===== src/rtl/wfq_egress_reader.sv =====
// Paced read-request issuer for a WFQ scheduler: captures dequeued words after a fixed latency
// into a skid FIFO, streams them downstream and keeps per-flow pop statistics.
module wfq_egress_reader #(
    parameter int RD_LATENCY = 7,
    parameter int NUM_FLOWS  = 4,
    parameter int FIFO_DEPTH = 8,
    parameter int ISSUE_GAP  = 2,
    localparam int SEL_W     = (NUM_FLOWS > 1) ? $clog2(NUM_FLOWS) : 1
) (
    input  logic             clk,
    input  logic             rst,
    input  logic             in_enable,
    input  logic             in_wfq_buffer_empty,
    input  logic [63:0]      in_wfq_data,
    output logic             out_wfq_rd_req,
    input  logic             in_m_ready,
    output logic             out_m_valid,
    output logic [63:0]      out_m_data,
    input  logic [SEL_W-1:0] in_stat_sel,
    output logic [31:0]      out_stat_count,
    output logic [31:0]      out_stat_other,
    output logic             out_fifo_overflow
);

    localparam int PTR_W = (FIFO_DEPTH > 1) ? $clog2(FIFO_DEPTH) : 1;
    localparam int CNT_W = PTR_W + 1;
    localparam int GAP_W = (ISSUE_GAP > 0) ? $clog2(ISSUE_GAP + 1) : 1;

    // Downstream handshake: a word transfers on a rising edge where out_m_valid and in_m_ready
    // are both 1; out_m_valid never depends on in_m_ready.

    logic                  rd_req_q, rd_req_d;
    logic [GAP_W-1:0]      gap_q, gap_d;
    logic [CNT_W-1:0]      outstanding_q, outstanding_d;
    logic [CNT_W-1:0]      count_q, count_d;
    logic [PTR_W-1:0]      wr_ptr_q, wr_ptr_d;
    logic [PTR_W-1:0]      rd_ptr_q, rd_ptr_d;
    logic [RD_LATENCY-1:0] lat_sr_q, lat_sr_d;
    logic                  overflow_q, overflow_d;
    logic [31:0]           flow_cnt_q [NUM_FLOWS];
    logic [31:0]           flow_cnt_d [NUM_FLOWS];
    logic [31:0]           other_cnt_q, other_cnt_d;
    logic [63:0]           mem_q [FIFO_DEPTH];

    logic [CNT_W:0]        committed;
    logic                  issue;
    logic                  capture;
    logic                  fifo_empty;
    logic                  fifo_full;
    logic                  pop;
    logic                  push;
    logic [63:0]           head;
    logic [12:0]           pop_flow;
    logic                  pop_in_range;

    // FIFO slots already spoken for include reads still in flight, so a capture can never
    // find the FIFO full while the issue rule is respected.
    assign committed  = {1'b0, count_q} + {1'b0, outstanding_q};
    assign issue      = in_enable && !in_wfq_buffer_empty && (gap_q == '0)
                        && (committed < (CNT_W + 1)'(FIFO_DEPTH));
    assign capture    = lat_sr_q[RD_LATENCY-1];
    assign fifo_empty = (count_q == '0);
    assign fifo_full  = (count_q == CNT_W'(FIFO_DEPTH));
    assign pop        = !fifo_empty && in_m_ready;
    assign push       = capture && (!fifo_full || pop);
    assign head       = mem_q[rd_ptr_q];
    assign pop_flow   = head[12:0];
    assign pop_in_range = (pop_flow < 13'(NUM_FLOWS));

    always_comb begin
        rd_req_d      = issue;
        gap_d         = gap_q;
        outstanding_d = outstanding_q;
        count_d       = count_q;
        wr_ptr_d      = wr_ptr_q;
        rd_ptr_d      = rd_ptr_q;
        overflow_d    = overflow_q;
        lat_sr_d      = (lat_sr_q << 1) | RD_LATENCY'(rd_req_q);

        if (issue) begin
            gap_d = GAP_W'(ISSUE_GAP);
        end else if (gap_q != '0) begin
            gap_d = gap_q - 1'b1;
        end

        if (issue && !capture) begin
            outstanding_d = outstanding_q + 1'b1;
        end else if (!issue && capture) begin
            outstanding_d = outstanding_q - 1'b1;
        end

        if (push) begin
            wr_ptr_d = wr_ptr_q + 1'b1;
        end
        if (pop) begin
            rd_ptr_d = rd_ptr_q + 1'b1;
        end
        if (push && !pop) begin
            count_d = count_q + 1'b1;
        end else if (!push && pop) begin
            count_d = count_q - 1'b1;
        end

        if (capture && !push) begin
            overflow_d = 1'b1;
        end
    end

    // Statistics follow what actually left the block, so they count on pop, not on capture.
    always_comb begin
        flow_cnt_d  = flow_cnt_q;
        other_cnt_d = other_cnt_q;
        if (pop) begin
            if (pop_in_range) begin
                for (int f = 0; f < NUM_FLOWS; f++) begin
                    if (pop_flow[SEL_W-1:0] == SEL_W'(f) && flow_cnt_q[f] != 32'hFFFF_FFFF) begin
                        flow_cnt_d[f] = flow_cnt_q[f] + 32'd1;
                    end
                end
            end else if (other_cnt_q != 32'hFFFF_FFFF) begin
                other_cnt_d = other_cnt_q + 32'd1;
            end
        end
    end

    always_ff @(posedge clk or posedge rst) begin
        if (rst) begin
            rd_req_q      <= 1'b0;
            gap_q         <= '0;
            outstanding_q <= '0;
            count_q       <= '0;
            wr_ptr_q      <= '0;
            rd_ptr_q      <= '0;
            lat_sr_q      <= '0;
            overflow_q    <= 1'b0;
            other_cnt_q   <= '0;
            for (int f = 0; f < NUM_FLOWS; f++) begin
                flow_cnt_q[f] <= '0;
            end
        end else begin
            rd_req_q      <= rd_req_d;
            gap_q         <= gap_d;
            outstanding_q <= outstanding_d;
            count_q       <= count_d;
            wr_ptr_q      <= wr_ptr_d;
            rd_ptr_q      <= rd_ptr_d;
            lat_sr_q      <= lat_sr_d;
            overflow_q    <= overflow_d;
            other_cnt_q   <= other_cnt_d;
            for (int f = 0; f < NUM_FLOWS; f++) begin
                flow_cnt_q[f] <= flow_cnt_d[f];
            end
        end
    end

    // Storage needs no reset: the occupancy count gates everything read out of it.
    always_ff @(posedge clk) begin
        if (push) begin
            mem_q[wr_ptr_q] <= in_wfq_data;
        end
    end

    always_comb begin
        out_stat_count = '0;
        for (int f = 0; f < NUM_FLOWS; f++) begin
            if (in_stat_sel == SEL_W'(f)) begin
                out_stat_count = flow_cnt_q[f];
            end
        end
    end

    assign out_wfq_rd_req    = rd_req_q;
    assign out_m_valid       = !fifo_empty;
    assign out_m_data        = fifo_empty ? 64'd0 : head;
    assign out_stat_other    = other_cnt_q;
    assign out_fifo_overflow = overflow_q;

endmodule

===== config.mk =====
export PLATFORM = sky130hd
export DESIGN_NAME = wfq_egress_reader
export DESIGN_NICKNAME = d
export VERILOG_FILES = /design/src/rtl/wfq_egress_reader.sv
export SDC_FILE = /design/constraint.sdc
export NUM_CORES = 1
export LEC_CHECK = 0
export BUFFER_PORTS_ARGS = -buffer_cell sky130_fd_sc_hd__buf_2
export CAP_MARGIN = 5
export CORE_MARGIN = 8
export CORE_UTILIZATION = 45
export CTS_BUF_LIST = sky130_fd_sc_hd__clkbuf_2 sky130_fd_sc_hd__clkbuf_4 sky130_fd_sc_hd__clkbuf_8
export DETAILED_ROUTE_END_ITERATION = 6
export GPL_TIMING_DRIVEN = 0
export PLACE_DENSITY = 0.67
export SETUP_SLACK_MARGIN = 0.15
export SLEW_MARGIN = 30
export SYNTH_ARGS = -nofsm -noshare
export SYNTH_HDL_FRONTEND = slang
export SYNTH_SLANG_ARGS = --single-unit

===== constraint.sdc =====
create_clock -name clk -period 13.4 [get_ports clk]
set_clock_uncertainty 0.05 [all_clocks]
set_input_delay 0.67 -clock clk [delete_from_list [all_inputs] [get_ports clk]]
set_output_delay 0.67 -clock clk [all_outputs]
set_load 0.02 [all_outputs]

==> metrics.txt <==
Comb power frac 1.3%; Internal 3.27 mW; largest cells by area after synthesis edfxtp_1, dfrtp_1, mux4_2; Hold Startpoint in_wfq_data[38]; sequential fraction of the synthesis area 69.4%; Via Count 16.2k; H-tree depth 3; Critical Path AT 5100 ps; PD cells 122 nW/um^2; Min-Delay Endpoint mem_q[2][38]; GPL Wtd Cong 0.830; LEAKAGE 12.7 nW; post-synth top area cell edfxtp_1; worst relative slew slack 33.6%; Fin. Hold Viols 0; nature of the critical path endpoint flip-flop; syn_nets 1749; Syn-to-layout area delta 18.3%; Mapped Area 28800 sq um; CP Max Fanout 10; Mean Syn Cell Area 17.4 sq um; Yosys warning count 0; Most common cell on crit path clkbuf_1; fillers 5103; # rows 93; Final min period 4560 ps; grt ovf 0; Post-Synthesis Cells 1659; hold crit path type in -> reg; Port Buf Inserts 199; startpoint types flip-flop; DRC 0; sequential cell fraction of total power 56.0%; post-CTS setup buffer count 0; Post-DP HPWL 47300 microns; first-pass GRT wire length 104000 microns; period utilization 34.1%; Max IR drop VDD 0.0000952 V; Ports 202; sw power 872 uW; post-synth top area share 53.3%; root buffer cell clkbuf_8; r2r startpoint rd_ptr_q[2]; Post-synth ARST share 26.5%; Layout Utilization 53.4%; FF-to-FF End flow_cnt_q[125]; reg2reg setup slack 8840 ps; post-synthesis cell type count 50; Final setup viols 0; CTS Buffer Depth 3; starting density of the core 45.1%; core box area 63900 sq um; Post-synth EDFFs 512; number of global-route vias before repair 17.3k; Vias/cell 5.46; RSZ-0062 raised after global routing false; cells along the critical path buf_4 > clkbuf_1 > clkbuf_1 > mux4_2 > mux2i_1 > nand3_1 > nor4_1 > clkbuf_1 > nand3_1 > xnor2_1; die area 72400 sq um; cts hold-fix bufs 1; Clk pwr share 42.7%; CTS tree yes; Die Width 269 microns; Crit-path slowest cell nor4_1; clock-pin slew on the worst setup and hold paths 70 ps; layout cell share with drive strength beyond 1 30.3%; worst skew pair latency 700 ps; Worst Path Required 13930 ps; status completed; Die Ht 269 microns; switching share of power 21.0%; # nets final 2116; Setup Total Neg Slack 0 ps; largest net degree at the start of global routing 82; worst slew pin tran 997 ps; Final Max Slew Viols 0; post_cts resized 0; remaining antenna violation count after routing 0; 1st-iter DRT viols 1070; maximum clock rate 219 MHz; DR WL/cell 22.7 microns; R2R cell count 10; CP Class reg -> reg; Most used DFF post-synth edfxtp_1; Max stage delay on crit path 710 ps; Clock Sink Count 697; max cap viols 0; FF+latch count, synth 697; Post-Route WL 67500 microns; Hold Path Cell Cnt 1; initial antenna violation count 14; drt pass-1 iters 5; Tot GR Track Use 18.4%; cts bufs inserted 112
-- metrics by stage --
stage | power [mW] | setup slack [ps] | hold WS (ps) | instances | instance area (sq um)
6_report | 4.14 | 8840 | 168 | 2972 | 34100
5_1_grt | 4.29 | 8560 | 106 | 2968 | 34100
4_1_cts | 4.19 | 8460 | 93.2 | 2966 | 34100
3_5_place_dp | 2.42 | 8750 | 289 | 2766 | 31900
3_3_place_gp | 2.41 | 2390 | 289 | 2713 | 30900
2_1_floorplan | 2.38 | 7340 | 281 | 1659 | 28800
-- layer usage --
| metal | up-vias | global-route usage, % | share of wire, % |
|---|---|---|---|
| met1 | 8378 | 23.4 | 41 |
| met3 | 141 | 4.68 | 6.6 |
| met5 | - | 0 | 0.12 |
| li1 | 7212 | - | - |
| met4 | 12 | 5.24 | 2.4 |
| met2 | 497 | 31.2 | 50 |
-- cell usage after synthesis, types with 32 or more instances --
cell type,n
edfxtp_1,512
and3_1,32
nand3_1,56
nor3_1,36
xnor2_1,87
clkbuf_1,34
nor2_1,115
nand4_1,56
xor2_1,79
mux4_2,155
nand2_1,75
dfrtp_1,185
mux2i_1,63
-- cell families after synthesis --
| family | synth area share [%] |
|---|---|
| flip-flops | 69.4 |
| AND/OR/NAND/NOR | 7.88 |
| multiplexers | 15.0 |
| XOR/XNOR | 5.04 |
| buffers and inverters | 1.50 |
| adder cells (fa/ha/maj) | 0.877 |
| AO/OA/AOI/OAI | 0.299 |
-- placed cells by master (no fill, tap or decap), types with 4 or more instances in the layout --
cell and instances:
and3_1 32, and2_1 7, buf_6 7, nand2_1 75, dfrtp_1 185, nor2_1 109
and4_1 16, mux2i_1 63, mux4_2 155, mux4_1 5, clkbuf_8 116, clkinv_1 26
edfxtp_1 512, nor2_4 6, buf_1 11, nor3_2 5, mux2_2 6, diode_2 6
or2_2 4, buf_16 25, xnor2_1 87, nand4_1 56, clkinv_2 8, inv_1 22
nor3_1 34, a21oi_1 5, xor2_1 79, ha_1 17, clkbuf_2 8, buf_4 23
nor4_1 13, buf_2 211, clkinvlp_4 4, clkbuf_4 39, nand3_1 56, nor4_2 9
clkbuf_1 34
-- power by group through the flow --
stage               clock network (mW)  registers, mW  logic, mW
global placement                     0           2.36     0.0482
global route                      1.91           2.32     0.0604
CTS                               1.82           2.32     0.0550
finish                            1.77           2.32     0.0539
floorplan                            0           2.36     0.0189
detailed placement                   0           2.36     0.0546
-- worst max-delay path, delay by kind of cell (launching register included) --
family	cells	cell delay (ps)
DFF	1	320
buffers and inverters	4	1820
muxes	2	850
and+or+nand+nor	3	1250
xor gates and xnor gates	1	160
-- flip-flops by register name, indices dropped and copies added (netlist names) --
name and cells:
wr_ptr_q 3, rd_ptr_q 3, flow_cnt_q 128, out_stat_other 32
out_wfq_rd_req 1, mem_q 512, lat_sr_q 7, gap_q 2
count_q 4, out_fifo_overflow 1, outstanding_q 4
-- worst max path at each step --
stage | to | cells after the start | startpoint | slack (ps)
2_1_floorplan | mem_q[0][0] | 5 | in_m_ready | 7340
3_3_place_gp | mem_q[1][25] | 6 | in_m_ready | 2390
3_5_place_dp | flow_cnt_q[125] | 10 | rd_ptr_q[2] | 8750
4_1_cts | out_m_data[52] | 9 | rd_ptr_q[0] | 8460
5_1_grt | flow_cnt_q[125] | 10 | rd_ptr_q[2] | 8560
6_report | flow_cnt_q[125] | 10 | rd_ptr_q[2] | 8840
-- layout make-up --
cell class	count	area [sq um]	share of cell area, %
clock buffer	155	1890	5.54
buffer	70	359	1.05
tap	855	1070	3.14
multi-input combinational	869	8480	24.9
antenna	6	15.0	0.0440
inverter	23	93.8	0.275
timing repair buffer	253	1910	5.59
sequential	697	20000	58.7
clock inverter	44	278	0.815
Power figures use the tool's default switching activity.
